## src/rtl/dct_sched_pkg.sv

```systemverilog
// Shared types for the DCT block scheduler: FSM states,
// the per-row tag carried alongside the core, block geometry.
package dct_sched_pkg;

  localparam int ROWS_PER_BLOCK = 8;
  localparam int SRC_MAX_W      = 2;

  typedef enum logic [1:0] {
    INIT,
    BUBBLE,
    BUSY
  } state_t;

  typedef struct packed {
    logic                 active;
    logic [SRC_MAX_W-1:0] src;
    logic [2:0]           row;
  } tag_t;

endpackage

```

## src/rtl/rr_arbiter.sv

```systemverilog
// Round-robin arbiter: N requests, registered pointer, one-hot grant.
// Ports: clk, rst_n, req, en (advance pointer), gnt (one-hot), any.
module rr_arbiter #(
  parameter int N = 3,
  localparam int W = (N > 1) ? $clog2(N) : 1
) (
  input  logic         clk,
  input  logic         rst_n,
  input  logic [N-1:0] req,
  input  logic         en,
  output logic [N-1:0] gnt,
  output logic         any
);

  logic [W-1:0] ptr_q;
  logic [W-1:0] ptr_d;
  int           idx;
  int           win;

  always_comb begin
    gnt   = '0;
    any   = 1'b0;
    idx   = 0;
    win   = 0;
    ptr_d = ptr_q;
    for (int i = 0; i < N; i++) begin
      idx = (int'(ptr_q) + i) % N;
      if (!any && req[idx]) begin
        any      = 1'b1;
        gnt[idx] = 1'b1;
        win      = idx;
      end
    end
    if (any) begin
      ptr_d = W'((win + 1) % N);
    end
  end

  always_ff @(posedge clk or negedge rst_n) begin
    if (!rst_n) begin
      ptr_q <= '0;
    end else if (en && any) begin
      ptr_q <= ptr_d;
    end
  end

endmodule

```

## src/rtl/dct_block_scheduler.sv

```systemverilog
// Shares one free-running 8x8 DCT core between NUM_REQ row sources.
// Ports: clk, rst_n, req_valid/req_row/req_ready (requesters),
//   dct_x/dct_sof/dct_z (core), out_valid/out_src/out_row/
//   out_sop/out_eop/out_data (tagged result), err_underrun, err_clr.
// Optional DCT_SCHED_STATS_EN adds stat_blocks / stat_bubbles.
module dct_block_scheduler
  import dct_sched_pkg::*;
#(
  parameter int NUM_REQ     = 3,
  parameter int DATA_WIDTH  = 9,
  parameter int OUT_WIDTH   = 18,
  parameter int DCT_LATENCY = 24,
  parameter int ALIGN_DELAY = 10,
  localparam int SRC_W = $clog2(NUM_REQ)
) (
  input  logic                              clk,
  input  logic                              rst_n,
  input  logic [NUM_REQ-1:0]                req_valid,
  input  logic [NUM_REQ*8*DATA_WIDTH-1:0]   req_row,
  output logic [NUM_REQ-1:0]                req_ready,
  output logic [8*DATA_WIDTH-1:0]           dct_x,
  output logic                              dct_sof,
  input  logic [8*OUT_WIDTH-1:0]            dct_z,
  output logic                              out_valid,
  output logic [SRC_W-1:0]                  out_src,
  output logic [2:0]                        out_row,
  output logic                              out_sop,
  output logic                              out_eop,
  output logic [8*OUT_WIDTH-1:0]            out_data,
  output logic                              err_underrun,
  input  logic                              err_clr
`ifdef DCT_SCHED_STATS_EN
  ,
  output logic [NUM_REQ*16-1:0]             stat_blocks,
  output logic [15:0]                       stat_bubbles
`endif
);

  localparam int LW = 8 * DATA_WIDTH;
  localparam int IW = $clog2(ALIGN_DELAY + 1);

  state_t           state_q;
  state_t           state_d;
  logic [IW-1:0]    init_cnt_q;
  logic [2:0]       row_cnt_q;
  logic [SRC_W-1:0] grant_q;
  logic [NUM_REQ-1:0] gnt_oh;
  logic             any;
  logic             slot_start;
  logic [SRC_W-1:0] win_idx;
  logic             cur_busy;
  logic [SRC_W-1:0] cur_grant;
  logic             cur_valid;
  logic             starve;
  tag_t             tag_in;
  tag_t             pipe_q [DCT_LATENCY];

  // The row-0 cycle of every slot makes its grant decision
  // combinationally, so row 0 is consumed in that same cycle.
  assign slot_start = (state_q != INIT) && (row_cnt_q == 3'd0);

  rr_arbiter #(
    .N (NUM_REQ)
  ) u_arb (
    .clk   (clk),
    .rst_n (rst_n),
    .req   (req_valid),
    .en    (slot_start),
    .gnt   (gnt_oh),
    .any   (any)
  );

  always_comb begin
    win_idx = '0;
    for (int i = 0; i < NUM_REQ; i++) begin
      if (gnt_oh[i]) begin
        win_idx = SRC_W'(i);
      end
    end
  end

  always_comb begin
    state_d = state_q;
    unique case (state_q)
      INIT: begin
        if (init_cnt_q == IW'(ALIGN_DELAY - 1)) begin
          state_d = BUBBLE;
        end
      end
      BUBBLE, BUSY: begin
        if (slot_start) begin
          state_d = any ? BUSY : BUBBLE;
        end
      end
      default: state_d = INIT;
    endcase
  end

  // During row 0 the state register still holds the previous
  // slot, so the live decision overrides it.
  always_comb begin
    cur_busy  = slot_start ? any : (state_q == BUSY);
    cur_grant = slot_start ? win_idx : grant_q;
    cur_valid = req_valid[cur_grant];
    req_ready = '0;
    dct_x     = '0;
    if (cur_busy) begin
      req_ready[cur_grant] = cur_valid;
      if (cur_valid) begin
        dct_x = req_row[int'(cur_grant)*LW +: LW];
      end
    end
    starve = cur_busy && !cur_valid;
  end

  assign dct_sof = slot_start;

  always_ff @(posedge clk or negedge rst_n) begin
    if (!rst_n) begin
      state_q    <= INIT;
      init_cnt_q <= '0;
      row_cnt_q  <= '0;
      grant_q    <= '0;
    end else begin
      state_q <= state_d;
      if (state_q == INIT) begin
        init_cnt_q <= init_cnt_q + IW'(1);
      end else begin
        row_cnt_q <= row_cnt_q + 3'd1;
      end
      if (slot_start && any) begin
        grant_q <= win_idx;
      end
    end
  end

  // A starved row in the same cycle as a clear keeps the flag set.
  always_ff @(posedge clk or negedge rst_n) begin
    if (!rst_n) begin
      err_underrun <= 1'b0;
    end else if (starve) begin
      err_underrun <= 1'b1;
    end else if (err_clr) begin
      err_underrun <= 1'b0;
    end
  end

  always_comb begin
    tag_in        = '0;
    tag_in.active = cur_busy;
    tag_in.src    = SRC_MAX_W'(cur_grant);
    tag_in.row    = row_cnt_q;
  end

  always_ff @(posedge clk or negedge rst_n) begin
    if (!rst_n) begin
      for (int i = 0; i < DCT_LATENCY; i++) begin
        pipe_q[i] <= '0;
      end
    end else begin
      pipe_q[0] <= tag_in;
      for (int i = 1; i < DCT_LATENCY; i++) begin
        pipe_q[i] <= pipe_q[i-1];
      end
    end
  end

  assign out_valid = pipe_q[DCT_LATENCY-1].active;
  assign out_src   = pipe_q[DCT_LATENCY-1].src[SRC_W-1:0];
  assign out_row   = pipe_q[DCT_LATENCY-1].row;
  assign out_sop   = out_valid && (out_row == 3'd0);
  assign out_eop   = out_valid && (out_row == 3'd7);
  assign out_data  = dct_z;

`ifdef DCT_SCHED_STATS_EN
  logic [NUM_REQ-1:0][15:0] blk_q;
  logic [15:0]              bub_q;

  always_ff @(posedge clk or negedge rst_n) begin
    if (!rst_n) begin
      blk_q <= '0;
      bub_q <= '0;
    end else if (err_clr) begin
      blk_q <= '0;
      bub_q <= '0;
    end else if (slot_start) begin
      if (any) begin
        for (int i = 0; i < NUM_REQ; i++) begin
          if (gnt_oh[i] && blk_q[i] != 16'hFFFF) begin
            blk_q[i] <= blk_q[i] + 16'd1;
          end
        end
      end else if (bub_q != 16'hFFFF) begin
        bub_q <= bub_q + 16'd1;
      end
    end
  end

  assign stat_blocks  = blk_q;
  assign stat_bubbles = bub_q;
`endif

endmodule
```

## config.mk

```make
export PLATFORM = sky130hd
export DESIGN_NAME = dct_block_scheduler
export DESIGN_NICKNAME = d
export VERILOG_FILES = /design/src/rtl/dct_sched_pkg.sv /design/src/rtl/rr_arbiter.sv /design/src/rtl/dct_block_scheduler.sv
export SDC_FILE = /design/constraint.sdc
export NUM_CORES = 1
export LEC_CHECK = 0
export ABC_AREA = 1
export BUFFER_PORTS_ARGS = -buffer_cell sky130_fd_sc_hd__buf_2
export CAP_MARGIN = 25
export CORE_AREA = 2 2 233 235
export CTS_CLUSTER_SIZE = 20
export DETAILED_ROUTE_END_ITERATION = 7
export DIE_AREA = 0 0 235 237
export GPL_ROUTABILITY_DRIVEN = 0
export SYNTH_ARGS = -nofsm -noshare
export SYNTH_HDL_FRONTEND = slang
export SYNTH_SLANG_ARGS = --single-unit
```

## constraint.sdc

```tcl
create_clock -name clk -period 9.6 [get_ports clk]
set_input_delay 0.48 -clock clk [delete_from_list [all_inputs] [get_ports clk]]
set_output_delay 0.48 -clock clk [all_outputs]
set_load 0.01 [all_outputs]
```

==> results.json, run 1 <==
{
  "clk_path_buf_depth": 3,
  "synth.avg_cell_area_um2": 8.82,
  "clock_tree.root_cell": "clkbuf_16",
  "p_per_area_mw_per_mm2": 415,
  "grt_pass1_vias": 7510,
  "async_reset_ff_share_pct": 100,
  "yosys_most_used_dff": "dfrtp_1",
  "initial_core_util_pct": 15.1,
  "nets": 1466,
  "status": "finished, final reports clean",
  "setup.worst_path.class": "register to register",
  "final-setup-viol-count": 0,
  "cts.sinks": 158,
  "syn_inst": 910,
  "post_cts_resized": 0,
  "die_area_mm2": 0.0557,
  "grt_overflow_total": 0,
  "cp_slowest_stage_delay_ns": 0.46,
  "cp-end-kind": "register",
  "die_x_um": 235,
  "synth-seq-area-share_pct": 49.2,
  "syn_area_mm2": 0.00803,
  "h-tree-depth": 4,
  "viasPerCell": 3.97,
  "ir_drop_uv": 445,
  "finalSetupTns_ns": 0,
  "hold_path.class": "input pin to register",
  "cp_slowest_cell": "dfrtp_1",
  "yosys_register_bits": 158,
  "fin_area_mm2": 0.0100,
  "hpwl_um": 25300,
  "finalWirelength_um": 31000,
  "postRouteAntennaNets": 0,
  "synth-edff-count": 0,
  "cts-buffers-inserted": 25,
  "cts_tree": "done",
  "syn2layout_area_growth_pct": 24.9,
  "start_kind": "register",
  "fin_skew_ns": 0.00902,
  "drt-initial-drc-count": 468,
  "rsz0062_at_grt": "no",
  "port_buffers": 306,
  "maxCapViolCount": 0,
  "post-route-min-period_ns": 5.41,
  "clk_latency_ns": 0.46,
  "grt_pass1_wl_um": 45600,
  "fp.dieH_um": 237,
  "ios": 595,
  "antenna_found_initial": 18,
  "vias": 7086,
  "fp.coreArea_mm2": 0.0533,
  "maxSlewHeadroom_pct": 41.1,
  "fmax_mhz": 185,
  "p_leak_nw": 5.13,
  "clk_pin_slew_ns": 0.06,
  "grtUsageTotal_pct": 10.8,
  "post_cts_buffers": 0,
  "fin_crit_sh_pct": 56.4,
  "rows": 85,
  "fillers": 5878,
  "drive_above_1_share_pct": 35.9,
  "yosysWarnings": 0,
  "slew_violations": 0,
  "grt_max_degree": 75,
  "ys_types": 38,
  "firstDrtPassIters": 5,
  "worstPathArrival_ns": 5.77,
  "crit_path_frequent_cell": "nand2_1",
  "drc": 0,
  "final_hold_viol_count": 0,
  "postPlaceCellArea_mm2": 0.00929,
  "post_drt_wl_per_cell_um": 17.4,
  "syn_nets": 1299,
  "worstPathRequired_ns": 9.96,
  "worstMarginPinSlew_ns": 0.884,
  "crit_fanout": 7,
  "hold_buffers": 1,
  "finalPower_mw": 4.16
}
kinds of logic after synthesis:
logic type               count (synthesis)  share of synthesized area, %
buffers and inverters                  234                          18.1
flip-flops                             158                          49.2
AO/OA/AOI/OAI                           67                          5.08
AND/OR/NAND/NOR                        417                          22.8
multiplexers                             1                         0.125
adder cells (fa/ha/maj)                 23                          3.58
XOR/XNOR                                10                          1.09
layout make-up:
cell class                 instances  area (um^2)  area share [%]
sequential                       158         3950            39.4
multi-input combinational        518         2650            26.4
timing repair buffer             316         1620            16.1
tap                              696          871            8.68
clock buffer                      30          654            6.52
inverter                          58          218            2.17
clock inverter                     2         60.1           0.599
antenna                            5         12.5           0.125
path summary, 6_finish.rpt:
check / end / startpoint / depth (start not counted) / slack, ns
max: u_arb.ptr_q[1]$_DFFE_PN0P_ / u_arb.ptr_q[1]$_DFFE_PN0P_ / 38 / 4.19
min: err_underrun$_DFFE_PN0P_ / err_clr / 2 / 0.21
max reg2reg: u_arb.ptr_q[1]$_DFFE_PN0P_ / u_arb.ptr_q[1]$_DFFE_PN0P_ / 38 / 4.19
min reg2reg: pipe_q[74]$_DFF_PN0_ / pipe_q[80]$_DFF_PN0_ / 0 / 0.34
max in group asynchronous: pipe_q[80]$_DFF_PN0_ / rst_n / 4 / 7.37
min in group asynchronous: pipe_q[11]$_DFF_PN0_ / rst_n / 2 / 0.49
Yosys cell counts, drive strengths merged (2+ instances only):
cell | number | area (um^2)
o21ai | 18 | 105
inv | 57 | 214
nand4 | 12 | 75.1
clkbuf | 18 | 67.6
a21oi | 10 | 50.1
nand3b | 2 | 15.0
dfrtp | 158 | 3950
nand3 | 71 | 403
xnor2 | 3 | 26.3
a22oi | 5 | 37.5
ha | 23 | 288
buf | 158 | 1170
nand2 | 296 | 1160
nor3 | 4 | 20.0
or2 | 2 | 12.5
nor2 | 28 | 134
a31oi | 31 | 194
xor2 | 7 | 61.3
where the power goes:
group          internal (mW)  switching [mW]  total, mW
Clock                  0.525           0.251      0.776
Combinational          0.807            1.54       2.34
Sequential             0.956          0.0905       1.05
registers in the layout (all words and copies together) (netlist names):
register,count
pipe_q,138
init_cnt_q,4
out_row,3
row_cnt_q,3
grant_q,2
out_src,2
state_q,2
u_arb.ptr_q,2
err_underrun,1
out_valid,1
metrics by stage:
stage	std cells	setup WS, ns	hold WS [ns]	utilization [%]
floorplan	910	4.91	0.184	-
global placement	1745	4.57	0.331	17.4
detailed placement	1745	4.30	0.335	17.4
CTS	1778	4.26	0.187	18.8
global route	1782	3.58	0.202	18.8
finish	1783	4.19	0.210	18.8
metal layers:
layer  track usage (%)  vias up  wire [um]
li1                  -     3077          -
met1              10.5     3366      10600
met2              18.6      558      15200
met3              6.83       75       4110
met4              3.09       10        898
met5              2.68        -        205
placed cells by master (no fill, tap or decap), types with 3 or more instances in the layout:
master and instances:
nand4_1 12, clkbuf_16 25, xor2_1 7, dfrtp_1 158, o21ai_1 3, nor2_2 5, nand3_1 66, nor3_2 3
buf_2 305, buf_4 9, xnor2_1 3, a21oi_1 10, inv_2 7, inv_1 50, o21ai_2 4, nor2_1 21
nand2_1 280, nand2_2 15, ha_1 23, a31oi_1 31, diode_2 5, o21ai_0 11, clkbuf_1 4, nand3_4 3
a22oi_1 5
worst max-delay path: cells and delay by family (launching register included):
family	cells	cell delay, ns
fa+ha+maj	5	1.35
xor+xnor	1	0.18
flops	1	0.46
buf+inv	8	0.80
compound gates	2	0.32
simple gates	22	2.18
(Power assumes the default switching activity.)
==> run 2, diff against run 1 <==
==> constraint.sdc (replaced) <==
create_clock -name clk -period 4.9 [get_ports clk]
set_input_delay 0.245 -clock clk [delete_from_list [all_inputs] [get_ports clk]]
set_output_delay 0.245 -clock clk [all_outputs]
set_load 0.01 [all_outputs]
==> run 2 against run 1 <==
Net effect:
- first-iteration DRC count decreased by 14%
- setup slack got worse by 4.0 ns
- non-clock buffer count increased by 24
- worst hold slack got worse by 0.060 ns
- global-route usage decreased by 0.24 points
- clock skew increased by 0.0017 ns
- register-to-register slack got worse by 4.0 ns
- via count increased by 0.68%
- routed wire length unchanged
- largest cell class unchanged
- highest routed layer unchanged
==> results.json, run 2 (same netlist as run 1, synthesis figures left out) <==
{
  "status": "finished, final reports clean",
  "h-tree-depth": 4,
  "grt_overflow_total": 0,
  "grt_pass1_vias": 7184,
  "postPlaceCellArea_mm2": 0.00936,
  "p_per_area_mw_per_mm2": 838,
  "final-setup-viol-count": 0,
  "gr-usage-met2_pct": 18.6,
  "start_kind": "register",
  "grt_max_degree": 114,
  "ios": 595,
  "nets": 1490,
  "cts_tree": "done",
  "regArea_mm2": 0.00395,
  "fin_crit_sh_pct": 95.2,
  "fin_skew_ns": 0.0107,
  "fin_area_mm2": 0.0104,
  "ir_drop_uv": 929,
  "worstMarginPinSlew_ns": 0.592,
  "multiInputGateArea_mm2": 0.00285,
  "p_leak_nw": 5.25,
  "clock_tree.root_cell": "clkbuf_16",
  "grt_busiest_layer": "met2",
  "clk_path_buf_depth": 3,
  "die_x_um": 235,
  "regMostFlops": "pipe_q",
  "fp.dieH_um": 237,
  "clk_latency_ns": 0.46,
  "port_buffers": 306,
  "largest_reg_flops": 138,
  "post-route-min-period_ns": 4.66,
  "final_cell_mix": "buf_2 (305), nand2_1 (270), dfrtp_1 (158)",
  "drc": 0,
  "cts.sinks": 158,
  "fmax_mhz": 214,
  "postRouteAntennaNets": 0,
  "holdWs_ns": 0.150,
  "slew_violations": 0,
  "dp_worst_setup_slack_ns": -0.141,
  "grt_use_met1_pct": 10.4,
  "cp_slowest_cell": "dfrtp_1",
  "hold_path.class": "input pin to async pin",
  "finalWirelength_um": 31000,
  "hpwl_um": 25100,
  "rows": 85,
  "grtUsageTotal_pct": 10.6,
  "reg.largest.list": "pipe_q: 138 flops, init_cnt_q: 4 flops",
  "cts-buffers-inserted": 25,
  "syn2layout_area_growth_pct": 29.6,
  "die_area_mm2": 0.0557,
  "fin_util_pct": 19.5,
  "grt.met3_usage_pct": 6.40,
  "final_hold_viol_count": 0,
  "worstPathArrival_ns": 5.02,
  "worstPathRequired_ns": 5.25,
  "firstDrtPassIters": 5,
  "drt-initial-drc-count": 402,
  "clk_pin_slew_ns": 0.06,
  "antenna_found_initial": 19,
  "cp_slowest_stage_delay_ns": 0.42,
  "post_drt_wl_per_cell_um": 17.2,
  "fillers": 5887,
  "setup.worst_path.class": "register to register",
  "crit_fanout": 7,
  "crit_path_frequent_cell": "nand2_2",
  "initial_core_util_pct": 15.1,
  "maxSlewHeadroom_pct": 60.3,
  "viasPerCell": 3.95,
  "worst_slack_ns": 0.235,
  "finalSetupTns_ns": 0,
  "rsz0062_at_grt": "yes",
  "drive_above_1_share_pct": 41.2,
  "grt_pass1_wl_um": 44400,
  "maxCapViolCount": 0,
  "final_common_cell": "buf_2",
  "vias": 7134,
  "cp-end-kind": "register",
  "fp.coreArea_mm2": 0.0533
}
run 2: cell count changes in the layout (fill, tap and decap cells not counted), moves of 3 or more:
cell	before	now
ha_2	0	5
nand3_1	66	58
nand2_1	280	270
inv_4	0	4
ha_1	23	12
nor2_1	21	17
nand2_4	1	4
inv_1	50	41
buf_6	1	4
inv_2	7	12
nand2_2	15	22
ha_4	0	6
nand3_2	2	9
buf_4	9	28
run 2: metal layers:
layer  part of all wire [%]  up-vias  wire length, um
met2                     50      550            15400
li1                       -     3124                -
met4                    3.1       10              954
met3                     13       78             4030
met5                   0.62        -              193
met1                     34     3372            10400
run 2: worst paths after layout:
path,start,to,slack [ns],depth (start not counted)
max,u_arb.ptr_q[0]$_DFFE_PN0P_,u_arb.ptr_q[1]$_DFFE_PN0P_,0.24,42
max in group asynchronous,rst_n,pipe_q[86]$_DFF_PN0_,3.45,4
min in group clk,req_valid[1],err_underrun$_DFFE_PN0P_,0.28,4
max reg2reg,u_arb.ptr_q[0]$_DFFE_PN0P_,u_arb.ptr_q[1]$_DFFE_PN0P_,0.24,42
min,rst_n,pipe_q[7]$_DFF_PN0_,0.15,2
min reg2reg,pipe_q[19]$_DFF_PN0_,pipe_q[13]$_DFF_PN0_,0.33,0
run 2: area by class of cell:
type / count / share of cell area [%]
Sequential cell: 158 / 38.0
Multi-Input combinational cell: 518 / 27.4
Timing Repair Buffer: 340 / 17.6
Tap cell: 696 / 8.37
Clock buffer: 28 / 6.22
Inverter: 58 / 2.19
Clock inverter: 2 / 0.120
Antenna cell: 5 / 0.120
run 2: metrics by stage:
stage | cells | power [mW]
2_1_floorplan | 910 | 5.57
3_3_place_gp | 1754 | 6.51
3_5_place_dp | 1754 | 6.78
4_1_cts | 1788 | 8.31
5_1_grt | 1803 | 9.47
6_report | 1805 | 8.72
run 2: report_power, final:
| part | total, mW | internal [mW] | switching (mW) |
|---|---|---|---|
| logic | 5.27 | 2.04 | 3.24 |
| clock network | 1.40 | 0.917 | 0.484 |
| registers | 2.05 | 1.87 | 0.172 |
| total | 8.72 | 4.83 | 3.89 |
run 2: worst max-delay path, delay by kind of cell (launching register included):
| kind | cells | cell delay (ns) |
|---|---|---|
| and+or+nand+nor | 24 | 2.07 |
| xor gates and xnor gates | 1 | 0.17 |
| adders and majority gates | 4 | 0.91 |
| AOI/OAI and AO/OA | 1 | 0.08 |
| DFF | 1 | 0.42 |
| buffers and inverters | 12 | 0.89 |
run 2: what timing repair did:
action,in CTS,in global routing
pin swaps,2,21
endpoints found under the setup margin,2,2
hold buffers,2,0
buffers inserted,2,11
gates resized for setup,8,57
hold endpoints to repair,113,0
==> run 3, diff against run 2 <==
--- a/config.mk
+++ b/config.mk
@@ -13,6 +13,7 @@
 export DETAILED_ROUTE_END_ITERATION = 7
 export DIE_AREA = 0 0 235 237
 export GPL_ROUTABILITY_DRIVEN = 0
+export REMOVE_ABC_BUFFERS = 1
 export SYNTH_ARGS = -nofsm -noshare
 export SYNTH_HDL_FRONTEND = slang
 export SYNTH_SLANG_ARGS = --single-unit
==> run 3 against run 2 <==
Net effect:
- maximum frequency decreased by 0.89%
- clock power decreased by 10%
- cell area increased by 1.1%
- power increased by 5.8%
- first-iteration DRC count increased by 130%
- sequential power about the same
- setup slack got worse by 0.042 ns
- core utilization increased by 0.21 points
- combinational power increased by 12%
- die area unchanged
- via count increased by 9.1%
- final cell count increased by 1.7%
==> results.json, run 3 (same netlist as run 1, synthesis figures left out) <==
{
  "placed_cells": 1753,
  "final-setup-viol-count": 0,
  "switchingPower_mw": 4.24,
  "firstDrtPassIters": 5,
  "switching_share_pct": 45.9,
  "drive_above_1_share_pct": 43.6,
  "clk_pin_slew_ns": 0.06,
  "grtUsageTotal_pct": 20.7,
  "maxSlewHeadroom_pct": 38.1,
  "postRouteAntennaNets": 0,
  "cp-end-kind": "register",
  "fp.coreArea_mm2": 0.0533,
  "grt_pass1_vias": 7340,
  "layoutNonFillerInstCount": 1835,
  "crit_path_frequent_cell": "nand2_2",
  "ir_drop_uv": 778,
  "fmax_mhz": 212,
  "largest_reg_flops": 138,
  "syn2layout_area_growth_pct": 31.0,
  "slew_violations": 0,
  "initial_core_util_pct": 15.1,
  "cp_slowest_cell": "dfrtp_2",
  "worstMarginPinSlew_ns": 0.928,
  "ios": 595,
  "nets": 1487,
  "pwr-share-seq_pct": 22.3,
  "drc": 0,
  "final_common_cell": "buf_2",
  "setup.worst_path.class": "register to register",
  "cts_tree": "done",
  "h-tree-depth": 4,
  "die_area_mm2": 0.0557,
  "multiInputGateArea_mm2": 0.00298,
  "rr_worst_depth": 37,
  "rows": 85,
  "port_buffers": 306,
  "hold_path.class": "input pin to register",
  "clk_latency_ns": 0.41,
  "antenna_found_initial": 58,
  "p_per_area_mw_per_mm2": 877,
  "final_hold_viol_count": 0,
  "start_kind": "register",
  "pwr-share-comb_pct": 64.1,
  "post_drt_wl_per_cell_um": 32.8,
  "maxCapViolCount": 0,
  "grt_overflow_total": 0,
  "worstPathRequired_ns": 5.20,
  "regArea_mm2": 0.00396,
  "worstPathArrival_ns": 5.01,
  "status": "finished, final reports clean",
  "drt-initial-drc-count": 939,
  "fp.dieH_um": 237,
  "post-route-min-period_ns": 4.71,
  "regMostFlops": "pipe_q",
  "reg2reg_slack_ns": 0.19,
  "final_cell_mix": "buf_2 (305), nand2_1 (265), dfrtp_1 (157)",
  "pwr-share-clk_pct": 13.6,
  "vias": 7782,
  "clk_path_buf_depth": 2,
  "postPlaceCellArea_mm2": 0.00935,
  "crit_fanout": 7,
  "die_x_um": 235,
  "cp_slowest_stage_delay_ns": 0.46,
  "viasPerCell": 4.24,
  "cts-buffers-inserted": 17,
  "fin_skew_ns": 0.00602,
  "cts.sinks": 158,
  "fillers": 5881,
  "grt_pass1_wl_um": 74300,
  "p_leak_nw": 5.22,
  "clock_tree.root_cell": "clkbuf_16",
  "finalWirelength_um": 60200,
  "whs_path_depth": 2,
  "reg.largest.list": "pipe_q: 138 flops, init_cnt_q: 4 flops",
  "fin_crit_sh_pct": 96.1,
  "grt_max_degree": 104,
  "internal_power_mw": 4.99,
  "fin_area_mm2": 0.0105,
  "hpwl_um": 48900
}
==> run 3: cell count changes in the layout (fill, tap and decap cells not counted), sizes merged <==
cell	delta
diode	+23
buf	+6
clkbuf	-5
clkinv	+5
clkinvlp	+2
bufinv	+1
dlygate4sd3	-1
inv	-1
==> run 3: timing repair <==
action | CTS | global route
resized for setup | 13 | 81
setup endpoints to repair | 2 | 2
pin swaps | 1 | 36
endpoints found under the hold margin | 47 | 0
setup buffers | 1 | 20
hold buffers | 1 | 0
==> run 3: cell type report <==
cell class	count	area share, %
Timing Repair Buffer	345	17.5
Sequential cell	158	37.6
Clock buffer	23	4.64
Tap cell	696	8.28
Multi-Input combinational cell	518	28.3
Clock inverter	9	0.809
Antenna cell	28	0.666
Inverter	58	2.21
==> run 3: path summary, 6_finish.rpt <==
check                                            from                          to
setup reg to reg           u_arb.ptr_q[0]$_DFFE_PN0P_  u_arb.ptr_q[1]$_DFFE_PN0P_
max in group asynchronous                       rst_n        pipe_q[93]$_DFF_PN0_
min in group asynchronous                       rst_n         pipe_q[7]$_DFF_PN0_
hold / removal                                err_clr    err_underrun$_DFFE_PN0P_
hold reg to reg                 pipe_q[135]$_DFF_PN0_       pipe_q[129]$_DFF_PN0_
setup / recovery           u_arb.ptr_q[0]$_DFFE_PN0P_  u_arb.ptr_q[1]$_DFFE_PN0P_
==> run 3: power groups by stage <==
stage	Sequential [mW]	Clock, mW	Combinational, mW
2_1_floorplan	2.03	0	3.36
5_1_grt	2.13	1.35	6.40
3_3_place_gp	2.03	0	4.41
4_1_cts	2.06	1.29	4.73
6_report	2.05	1.26	5.92
3_5_place_dp	2.08	0	4.65
==> run 3: per-stage QoR <==
step / total power [mW] / hold slack (ns) / utilization (%) / setup TNS [ns] / setup WS [ns]
global route: 9.88 / 0.0293 / 19.6 / -0.193 / -0.129
CTS: 8.08 / 0.0204 / 18.7 / 0 / 0.0150
global placement: 6.44 / 0.331 / 17.6 / 0 / 0.0600
detailed placement: 6.73 / 0.335 / 17.6 / -0.514 / -0.272
floorplan: 5.40 / -0.0506 / - / -30.22 / -0.780
finish: 9.23 / 0.0376 / 19.7 / 0 / 0.193
==> run 3: layer usage <==
layer	GRT usage, %	share of wire, %	vias up
met3	18.2	22	106
met1	26.0	39	3719
met2	24.6	35	776
met4	4.74	2.5	26
met5	11.1	1.5	-
li1	-	-	3155
==> run 3: critical path: cells and delay by family, from the launching register on <==
family,cells,cell delay (ns)
flip-flops,1,0.46
AND/OR/NAND/NOR,23,2.34
adder cells (fa/ha/maj),4,0.91
buffers and inverters,8,0.63
XOR/XNOR,1,0.17
AO/OA/AOI/OAI,1,0.06
